### config.mk
export PLATFORM = sky130hd
export DESIGN_NAME = pcs_enc_multiword_sm_flat
export DESIGN_NICKNAME = d
export VERILOG_FILES = /design/src/rtl/pcs_enc_pkg.sv /design/src/rtl/pcs_enc_multiword_sm_if.sv /design/src/rtl/pcs_enc_word_classifier.sv /design/src/rtl/pcs_enc_multiword_sm.sv /design/src/flat_wrapper.sv
export SDC_FILE = /design/constraint.sdc
export NUM_CORES = 1
export LEC_CHECK = 0
export ABC_AREA = 0
export BUFFER_PORTS_ARGS = -buffer_cell sky130_fd_sc_hd__buf_2
export CORE_MARGIN = 5
export CORE_UTILIZATION = 50
export CTS_CLUSTER_DIAMETER = 80
export DETAILED_ROUTE_END_ITERATION = 6
export PLACE_DENSITY = 0.73
export REMOVE_ABC_BUFFERS = 1
export SYNTH_ARGS = -nofsm -noshare
export SYNTH_HDL_FRONTEND = slang
export SYNTH_HIERARCHICAL = 1
export SYNTH_SLANG_ARGS = --single-unit
### constraint.sdc
create_clock -name i_clock -period 17.1 [get_ports i_clock]
set_input_delay 2.565 -clock i_clock [delete_from_list [all_inputs] [get_ports i_clock]]
set_output_delay 2.565 -clock i_clock [all_outputs]
set_load 0.02 [all_outputs]
### src/rtl/pcs_enc_pkg.sv
// Shared definitions for the multi-word 64b/66b PCS transmit encoder.
// Holds the fixed word/block widths, the block-type and state encodings, the
// control characters, the block-type bytes and the error block, plus the
// per-word transmit state transition function.
package pcs_enc_pkg;

    localparam int unsigned LEN_TX_DATA     = 64;
    localparam int unsigned LEN_TX_CTRL     = 8;
    localparam int unsigned LEN_CODED_BLOCK = 66;
    localparam int unsigned LEN_TYPE        = 3;

    // Reported block type per word.
    typedef enum logic [2:0] {
        TypeC = 3'd0,
        TypeS = 3'd1,
        TypeD = 3'd2,
        TypeT = 3'd3,
        TypeE = 3'd4
    } blk_type_e;

    // Transmit state machine.
    typedef enum logic [2:0] {
        TxInit = 3'd0,
        TxC    = 3'd1,
        TxD    = 3'd2,
        TxT    = 3'd3,
        TxE    = 3'd4
    } tx_state_e;

    // Sync headers, bit 0 goes on the wire first.
    localparam logic [1:0] SyncData = 2'b01;
    localparam logic [1:0] SyncCtrl = 2'b10;

    // Block type bytes.
    localparam logic [7:0] BtCtrl  = 8'h1E;
    localparam logic [7:0] BtStart = 8'h78;
    localparam logic [7:0] BtOset  = 8'h4B;

    // XGMII control characters.
    localparam logic [7:0] CharIdle  = 8'h07;
    localparam logic [7:0] CharError = 8'hFE;
    localparam logic [7:0] CharStart = 8'hFB;
    localparam logic [7:0] CharTerm  = 8'hFD;
    localparam logic [7:0] CharSeq   = 8'h9C;

    // 7-bit control codes inside an all-control block.
    localparam logic [6:0] CodeIdle  = 7'h00;
    localparam logic [6:0] CodeError = 7'h1E;

    localparam logic [LEN_CODED_BLOCK-1:0] EBLOCK = {{8{CodeError}}, BtCtrl, SyncCtrl};

    // Block type byte for a terminate in lane k.
    function automatic logic [7:0] term_type(input logic [2:0] k);
        logic [7:0] bt;
        case (k)
            3'd0:    bt = 8'h87;
            3'd1:    bt = 8'h99;
            3'd2:    bt = 8'hAA;
            3'd3:    bt = 8'hB4;
            3'd4:    bt = 8'hCC;
            3'd5:    bt = 8'hD2;
            3'd6:    bt = 8'hE1;
            default: bt = 8'hFF;
        endcase
        return bt;
    endfunction

    // Destination state for one word; la is the class of the word after it.
    function automatic tx_state_e next_state(input tx_state_e st, input blk_type_e cur,
                                             input blk_type_e la);
        tx_state_e nx;
        nx = TxE;
        case (st)
            TxInit, TxC, TxT: begin
                if (cur == TypeC)      nx = TxC;
                else if (cur == TypeS) nx = TxD;
            end
            TxD: begin
                if (cur == TypeD)                        nx = TxD;
                else if (cur == TypeT && la == TypeC)    nx = TxT;
            end
            TxE: begin
                if (cur == TypeC)                        nx = TxC;
                else if (cur == TypeD)                   nx = TxD;
                else if (cur == TypeT && la == TypeC)    nx = TxT;
            end
            default: nx = TxE;
        endcase
        return nx;
    endfunction

endpackage

### src/rtl/pcs_enc_multiword_sm_if.sv
// Beat bus of the multi-word PCS encoder.
//   i_enable    : beat strobe from the MAC side
//   i_tx_ctrl   : NB_WORDS control masks, word w at [8w+7:8w]
//   i_tx_data   : NB_WORDS data words, word w at [64w+63:64w]
//   o_tx_coded  : NB_WORDS 66-bit coded blocks
//   o_t_type    : NB_WORDS 3-bit block types
//   o_valid     : outputs carry a real beat
//   o_err_count : saturating error block count
// master drives the inputs, slave is the encoder.
interface pcs_enc_multiword_sm_if #(
    parameter int unsigned NB_WORDS    = 2,
    parameter int unsigned LEN_ERR_CNT = 16
);
    logic                                                  i_enable;
    logic [NB_WORDS*pcs_enc_pkg::LEN_TX_CTRL-1:0]          i_tx_ctrl;
    logic [NB_WORDS*pcs_enc_pkg::LEN_TX_DATA-1:0]          i_tx_data;
    logic [NB_WORDS*pcs_enc_pkg::LEN_CODED_BLOCK-1:0]      o_tx_coded;
    logic [NB_WORDS*pcs_enc_pkg::LEN_TYPE-1:0]             o_t_type;
    logic                                                  o_valid;
    logic [LEN_ERR_CNT-1:0]                                o_err_count;

    modport master (
        output i_enable, i_tx_ctrl, i_tx_data,
        input  o_tx_coded, o_t_type, o_valid, o_err_count
    );

    modport slave (
        input  i_enable, i_tx_ctrl, i_tx_data,
        output o_tx_coded, o_t_type, o_valid, o_err_count
    );
endinterface

### src/rtl/pcs_enc_word_classifier.sv
// Combinational classifier for one 64-bit word: decides D/S/T/C/E and builds
// the raw 66-bit block that would be sent if the state machine accepts it.
//   tx_data   : data word, lane j at [8j+7:8j]
//   tx_ctrl   : control mask, bit j set means lane j is a control character
//   raw_block : coded block for the word (EBLOCK when unclassifiable)
//   blk_type  : classified type
module pcs_enc_word_classifier
    import pcs_enc_pkg::*;
(
    input  logic [LEN_TX_DATA-1:0]     tx_data,
    input  logic [LEN_TX_CTRL-1:0]     tx_ctrl,
    output logic [LEN_CODED_BLOCK-1:0] raw_block,
    output blk_type_e                  blk_type
);

    logic        all_ctrl_ok;
    logic [55:0] ctrl_codes;
    logic [7:0]  term_hit;
    logic [7:0]  lane0;

    assign lane0 = tx_data[7:0];

    // All-control block: every lane idle or error, mapped to 7-bit codes.
    always_comb begin
        all_ctrl_ok = 1'b1;
        ctrl_codes  = '0;
        for (int j = 0; j < 8; j++) begin
            if (tx_data[8*j +: 8] == CharIdle) begin
                ctrl_codes[7*j +: 7] = CodeIdle;
            end else if (tx_data[8*j +: 8] == CharError) begin
                ctrl_codes[7*j +: 7] = CodeError;
            end else begin
                all_ctrl_ok = 1'b0;
            end
        end
    end

    // term_hit[k]: terminate in lane k; the ctrl patterns are distinct so at most one hits.
    always_comb begin
        term_hit = '0;
        for (int k = 0; k < 8; k++) begin
            term_hit[k] = (tx_ctrl == (8'hFF << k)) && (tx_data[8*k +: 8] == CharTerm);
            for (int j = k + 1; j < 8; j++) begin
                if (tx_data[8*j +: 8] != CharIdle && tx_data[8*j +: 8] != CharError) begin
                    term_hit[k] = 1'b0;
                end
            end
        end
    end

    always_comb begin
        raw_block = EBLOCK;
        blk_type  = TypeE;
        if (tx_ctrl == 8'h00) begin
            raw_block = {tx_data, SyncData};
            blk_type  = TypeD;
        end else if (tx_ctrl == 8'h01 && lane0 == CharStart) begin
            raw_block = {tx_data[63:8], BtStart, SyncCtrl};
            blk_type  = TypeS;
        end else if (tx_ctrl == 8'h01 && lane0 == CharSeq) begin
            raw_block = {32'h0, tx_data[31:8], BtOset, SyncCtrl};
            blk_type  = TypeC;
        end else if (tx_ctrl == 8'hFF && all_ctrl_ok) begin
            raw_block = {ctrl_codes, BtCtrl, SyncCtrl};
            blk_type  = TypeC;
        end else if (|term_hit) begin
            raw_block = {56'h0, 8'h00, SyncCtrl};
            for (int k = 0; k < 8; k++) begin
                if (term_hit[k]) begin
                    raw_block[9:2] = term_type(3'(k));
                    for (int j = 0; j < k; j++) begin
                        raw_block[10 + 8*j +: 8] = tx_data[8*j +: 8];
                    end
                end
            end
            blk_type = TypeT;
        end
    end

endmodule

### src/rtl/pcs_enc_multiword_sm.sv
// Multi-word 64b/66b PCS transmit encoder, two-stage pipeline.
// Stage 1 registers the per-word classification and raw block. Stage 2 walks
// the transmit state machine across the words in time order and registers the
// coded blocks, the per-word types and a saturating error-block counter.
//   i_clock : clock
//   i_reset : asynchronous active-high reset
//   bus     : beat bus (slave side), see pcs_enc_multiword_sm_if
module pcs_enc_multiword_sm
    import pcs_enc_pkg::*;
#(
    parameter int unsigned NB_WORDS    = 2,
    parameter int unsigned LEN_ERR_CNT = 16
) (
    input logic                   i_clock,
    input logic                   i_reset,
    pcs_enc_multiword_sm_if.slave bus
);

    logic [LEN_CODED_BLOCK-1:0] cls_raw [NB_WORDS];
    blk_type_e                  cls_type [NB_WORDS];

    logic [LEN_CODED_BLOCK-1:0] s1_raw_q [NB_WORDS];
    blk_type_e                  s1_type_q [NB_WORDS];
    logic                       s1_valid_q;

    blk_type_e                  la_type [NB_WORDS];

    tx_state_e                  state_q, state_d;
    tx_state_e                  chain_st, nxt_st;
    logic [NB_WORDS*LEN_CODED_BLOCK-1:0] coded_q, coded_d;
    logic [NB_WORDS*LEN_TYPE-1:0]        type_q, type_d;
    logic                       valid_q;
    logic [LEN_ERR_CNT-1:0]     err_q, err_d;
    logic [LEN_ERR_CNT:0]       err_sum;
    logic [2:0]                 err_n;
    logic                       advance;

    for (genvar w = 0; w < NB_WORDS; w++) begin : g_cls
        pcs_enc_word_classifier u_cls (
            .tx_data   (bus.i_tx_data[LEN_TX_DATA*w +: LEN_TX_DATA]),
            .tx_ctrl   (bus.i_tx_ctrl[LEN_TX_CTRL*w +: LEN_TX_CTRL]),
            .raw_block (cls_raw[w]),
            .blk_type  (cls_type[w])
        );
    end

    // Lookahead: next word of the same beat; the last word peeks at word 0 of
    // the beat entering stage 1, which is valid whenever stage 2 advances.
    for (genvar w = 0; w < NB_WORDS; w++) begin : g_la
        if (w == NB_WORDS - 1) begin : g_last
            assign la_type[w] = cls_type[0];
        end else begin : g_mid
            assign la_type[w] = s1_type_q[w+1];
        end
    end

    // Stage 1.
    always_ff @(posedge i_clock or posedge i_reset) begin
        if (i_reset) begin
            s1_valid_q <= 1'b0;
            for (int w = 0; w < NB_WORDS; w++) begin
                s1_raw_q[w]  <= '0;
                s1_type_q[w] <= TypeE;
            end
        end else if (bus.i_enable) begin
            s1_valid_q <= 1'b1;
            for (int w = 0; w < NB_WORDS; w++) begin
                s1_raw_q[w]  <= cls_raw[w];
                s1_type_q[w] <= cls_type[w];
            end
        end
    end

    assign advance = bus.i_enable & s1_valid_q;

    // Stage 2 next-state: words stepped in time order through the state chain.
    always_comb begin
        chain_st = state_q;
        nxt_st   = state_q;
        coded_d  = '0;
        type_d   = '0;
        err_n    = '0;
        for (int w = 0; w < NB_WORDS; w++) begin
            nxt_st = next_state(chain_st, s1_type_q[w], la_type[w]);
            if (nxt_st == TxE) begin
                coded_d[LEN_CODED_BLOCK*w +: LEN_CODED_BLOCK] = EBLOCK;
                type_d[LEN_TYPE*w +: LEN_TYPE]               = TypeE;
                err_n                                        = err_n + 3'd1;
            end else begin
                coded_d[LEN_CODED_BLOCK*w +: LEN_CODED_BLOCK] = s1_raw_q[w];
                type_d[LEN_TYPE*w +: LEN_TYPE]               = s1_type_q[w];
            end
            chain_st = nxt_st;
        end
        state_d = chain_st;
    end

    // Whole-beat sum first, then clamp, so several errors in one beat never wrap.
    assign err_sum = {1'b0, err_q} + {{(LEN_ERR_CNT - 2){1'b0}}, err_n};
    assign err_d   = err_sum[LEN_ERR_CNT] ? '1 : err_sum[LEN_ERR_CNT-1:0];

    // Stage 2 registers.
    always_ff @(posedge i_clock or posedge i_reset) begin
        if (i_reset) begin
            state_q <= TxInit;
            coded_q <= '0;
            type_q  <= {NB_WORDS{LEN_TYPE'(TypeE)}};
            valid_q <= 1'b0;
            err_q   <= '0;
        end else begin
            valid_q <= advance;
            if (advance) begin
                state_q <= state_d;
                coded_q <= coded_d;
                type_q  <= type_d;
                err_q   <= err_d;
            end
        end
    end

    assign bus.o_tx_coded  = coded_q;
    assign bus.o_t_type    = type_q;
    assign bus.o_valid     = valid_q;
    assign bus.o_err_count = err_q;

endmodule

### src/flat_wrapper.sv
// flat-port wrapper written by rule: the top's interface ports become plain ports
module pcs_enc_multiword_sm_flat import pcs_enc_pkg::*;
#(
    parameter int unsigned NB_WORDS    = 2,
    parameter int unsigned LEN_ERR_CNT = 16
)
  (i_clock, i_reset, bus_i_enable, bus_i_tx_ctrl, bus_i_tx_data, bus_o_tx_coded, bus_o_t_type, bus_o_valid, bus_o_err_count);
  pcs_enc_multiword_sm_if #(.NB_WORDS(NB_WORDS), .LEN_ERR_CNT(LEN_ERR_CNT)) bus_i ();
  input logic i_clock;
  input logic i_reset;
  input wire logic [$bits(bus_i.i_enable)-1:0] bus_i_enable;
  input wire logic [$bits(bus_i.i_tx_ctrl)-1:0] bus_i_tx_ctrl;
  input wire logic [$bits(bus_i.i_tx_data)-1:0] bus_i_tx_data;
  output wire logic [$bits(bus_i.o_tx_coded)-1:0] bus_o_tx_coded;
  output wire logic [$bits(bus_i.o_t_type)-1:0] bus_o_t_type;
  output wire logic [$bits(bus_i.o_valid)-1:0] bus_o_valid;
  output wire logic [$bits(bus_i.o_err_count)-1:0] bus_o_err_count;
  assign bus_i.i_enable = bus_i_enable;
  assign bus_i.i_tx_ctrl = bus_i_tx_ctrl;
  assign bus_i.i_tx_data = bus_i_tx_data;
  assign bus_o_tx_coded = bus_i.o_tx_coded;
  assign bus_o_t_type = bus_i.o_t_type;
  assign bus_o_valid = bus_i.o_valid;
  assign bus_o_err_count = bus_i.o_err_count;
  pcs_enc_multiword_sm #(.NB_WORDS(NB_WORDS), .LEN_ERR_CNT(LEN_ERR_CNT)) u_core (.i_clock(i_clock), .i_reset(i_reset), .bus(bus_i));
endmodule
==> results.yml <==
route:
  drc_errors: 0
  wl_per_cell_um: 22.4
  via_per_inst: 6.27
  firstDrtPassIters: 5
  route.final.wire_length_mm: 46.4
  detail_route.iter0.violations: 1012
  routed-via-count: 13000
  number_of_nets_with_antenna_violations_after_routing: 0
min_path:
  hold_depth: 2
  timing.hold.worst.class: "reg2reg"
global_routing:
  grt_first_pass_wirelength_mm: 73.4
  first_global_vias: 13200
  track_usage_pct: 26.7
  overflow: 0
  grt_antenna_before_repair: 10
  grt_max_degree: 160
logic_synthesis:
  ys_seq_area_share_pct: 48.7
  synthesis.area_um2: 15300
  yosysUniqueCellTypes: 85
  postSynthRegisterBits: 297
  avgSynthCellArea_um2: 11.0
  number_of_synthesized_flops_with_an_enable_pin: 0
  synth_warn: 6
  netlist_instances: 1384
  async_reset_ff_share_pct: 100
  postSynth.topFlopCell: "sky130_fd_sc_hd__dfrtp_1"
place:
  buffer_ports.inserted: 301
  place_hpwl_mm: 32.5
  placed_cells: 2013
  gpl.final_weighted_congestion: 0.908
floorplan:
  pin_count: 302
  design.core.area_um2: 30300
  chipHeight_um: 185
  die-area_um2: 34100
  fp-row-count: 64
  starting_density_of_the_core_pct: 50.3
  die_x_um: 185
cts:
  cts_root_buffer: "sky130_fd_sc_hd__clkbuf_16"
  max-clock-path-buffers: 3
  cts_tree: "built"
  postCtsHoldBufs: 0
  post_cts_resized: 0
  cts.sinks: 297
  htreeDepth: 2
  worst_skew_pair.late_latency_ns: 0.51
  post_cts.repair.setup_buffers: 0
  cts.reportedPaths.clkPinSlew_ns: 0.06
  cts_inserted_buffers: 34
sta:
  fin_hold_ws_ns: 0.469
  min_period_ns: 8.39
  worst_slew_margin_rel_pct: 21.4
  timing_worst_slew_pin_value_ns: 1.18
  final.setup.tns_ns: 0
  maxClockFrequency_mhz: 119
  worst_clock_skew_ns: 0.0199
  setup_viol_count_final: 0
  final_min_period_over_clock_period_pct: 49.1
  rsz_0062_raised_after_global_routing: "no"
  final-hold-violation-count: 0
  final_max_slew_viol_count: 0
final_layout:
  fraction_of_layout_instances_using_a_drive_strength_above_1_pct: 35.1
  layout.cells.non_filler: 2074
  nNetsFinal: 1804
  finalCoreUtilization_pct: 59.9
  final_cell_mix: "sky130_fd_sc_hd__buf_2 (300), sky130_fd_sc_hd__dfrtp_1 (293), sky130_fd_sc_hd__mux2_2 (139), sky130_fd_sc_hd__nand2_1 (126), sky130_fd_sc_hd__nor2_1 (104)"
  area_growth_syn_to_layout_pct: 19.1
  most_common_cell_after_layout_fill_and_taps_aside: "sky130_fd_sc_hd__buf_2"
  num-fill-cells: 2565
worst_setup_path:
  critPathCaptureType: "flip-flop"
  cp_max_fo: 27
  timing_worst_setup_path_type: "in2reg"
  arrival_ns: 8.83
  critical_path.startpoint_type: "primary input"
  worst_ep_required_ns: 17.54
  r2r_cells: 16
power_and_ir_drop:
  power_leakage_uw: 0.00755
  irDropWorstVdd_uv: 61.1
  p_per_area_nw_per_um2: 88.0
  totalPowerFinal_uw: 1600
flow_run:
  maxCapViolations: 0
status:
  run_status: "completed"
## cells by family (layout without fill, tap and decap cells)
group | count (synthesis) | after routing | synth area share, %
and+or+nand+nor | 461 | 461 | 16.6
AOI/OAI and AO/OA | 381 | 381 | 20.5
DFF | 297 | 297 | 48.7
muxes | 140 | 140 | 10.3
buffers and inverters | 92 | 384 | 3.01
xor gates and xnor gates | 9 | 9 | 0.516
adders and majority gates | 4 | 4 | 0.377
other | 0 | 2 | 0
## through the flow
stage	cell area [um^2]	setup WS, ns
after global routing	18200	8.23
after floorplan	14900	6.34
after CTS	18200	8.76
after global placement	17000	8.49
final	18200	8.71
after detailed placement	17000	8.26
## power by group
part,switching [uW],total (uW),internal [uW]
combinational,83.8,124,40.0
sequential,9.39,721,712
clock,286,755,469
total,379,1600,1220
## flip-flops by register name (all words and copies together) (netlist names)
register	count
u_core/bus.o_tx_coded	132
u_core/s1_raw_q	132
u_core/bus.o_err_count	16
u_core/bus.o_t_type	6
u_core/la_type	3
u_core/s1_type_q	3
u_core/state_q	3
u_core/bus.o_valid	1
u_core/s1_valid_q	1
## layout make-up
type                       count  area [um^2]  share of cell area (%)
sequential                   297         7440                    40.9
multi-input combinational    995         7410                    40.8
timing repair buffer         312         1610                    8.84
clock buffer                  48         1000                    5.52
tap                          396          495                    2.72
clock inverter                11          164                   0.901
inverter                      13         58.8                   0.323
antenna                        2         5.00                  0.0275
## synthesized netlist by cell type (25+ instances only)
cell type,instances,share of area (%)
sky130_fd_sc_hd__dfrtp_1,293,48
sky130_fd_sc_hd__mux2_2,139,10
sky130_fd_sc_hd__nand2_1,127,3.1
sky130_fd_sc_hd__nor2_1,104,2.6
sky130_fd_sc_hd__a22o_1,75,4.3
sky130_fd_sc_hd__a221o_1,65,4.3
sky130_fd_sc_hd__a21oi_1,64,2.1
sky130_fd_sc_hd__clkbuf_1,55,1.4
sky130_fd_sc_hd__o21ai_0,49,1.6
sky130_fd_sc_hd__o22a_1,39,2.2
sky130_fd_sc_hd__nand3_1,29,0.95
sky130_fd_sc_hd__nor3_1,25,0.82
## final timing paths
check	slack (ns)	end	from
worst max register to register	12.66	u_core/bus.o_err_count[13]	u_core/la_type[3]
worst min register to register	0.47	u_core/bus.o_t_type[5]	u_core/bus.o_t_type[5]
max in group asynchronous	13.41	u_core/s1_raw_q[0]	i_reset
worst max-delay path	8.71	u_core/bus.o_err_count[13]	bus_i_tx_ctrl[2]
worst min-delay path	0.47	u_core/bus.o_t_type[5]	u_core/bus.o_t_type[5]
min in group asynchronous	2.23	u_core/bus.o_tx_coded[62]	i_reset
## layer usage
metal	GRT usage [%]	wire, um	share of wire [%]
met1	34.9	18700	40
met2	44.4	22100	48
met3	6.87	4250	9.2
met4	7.25	1220	2.6
met5	0	122	0.26
## worst max-delay path, cell delays in order
cell	delay, ns
sky130_fd_sc_hd__buf_2	0.12
sky130_fd_sc_hd__or4_1	0.52
sky130_fd_sc_hd__nor4_1	0.59
sky130_fd_sc_hd__a21boi_2	0.28
sky130_fd_sc_hd__nand2b_1	0.77
sky130_fd_sc_hd__nand3b_2	0.45
sky130_fd_sc_hd__nor3_1	0.13
sky130_fd_sc_hd__or3_1	0.39
sky130_fd_sc_hd__a21o_1	0.21
sky130_fd_sc_hd__o21ai_0	0.22
sky130_fd_sc_hd__and2_1	0.25
sky130_fd_sc_hd__nor2_1	0.06
sky130_fd_sc_hd__ha_1	0.29
sky130_fd_sc_hd__ha_1	0.17
sky130_fd_sc_hd__inv_1	0.06
sky130_fd_sc_hd__fa_1	0.41
sky130_fd_sc_hd__nor4b_1	0.31
sky130_fd_sc_hd__buf_4	0.20
sky130_fd_sc_hd__nand4_1	0.44
sky130_fd_sc_hd__nand3_1	0.24
sky130_fd_sc_hd__o21a_1	0.13
Power figures use the tool's default switching activity.
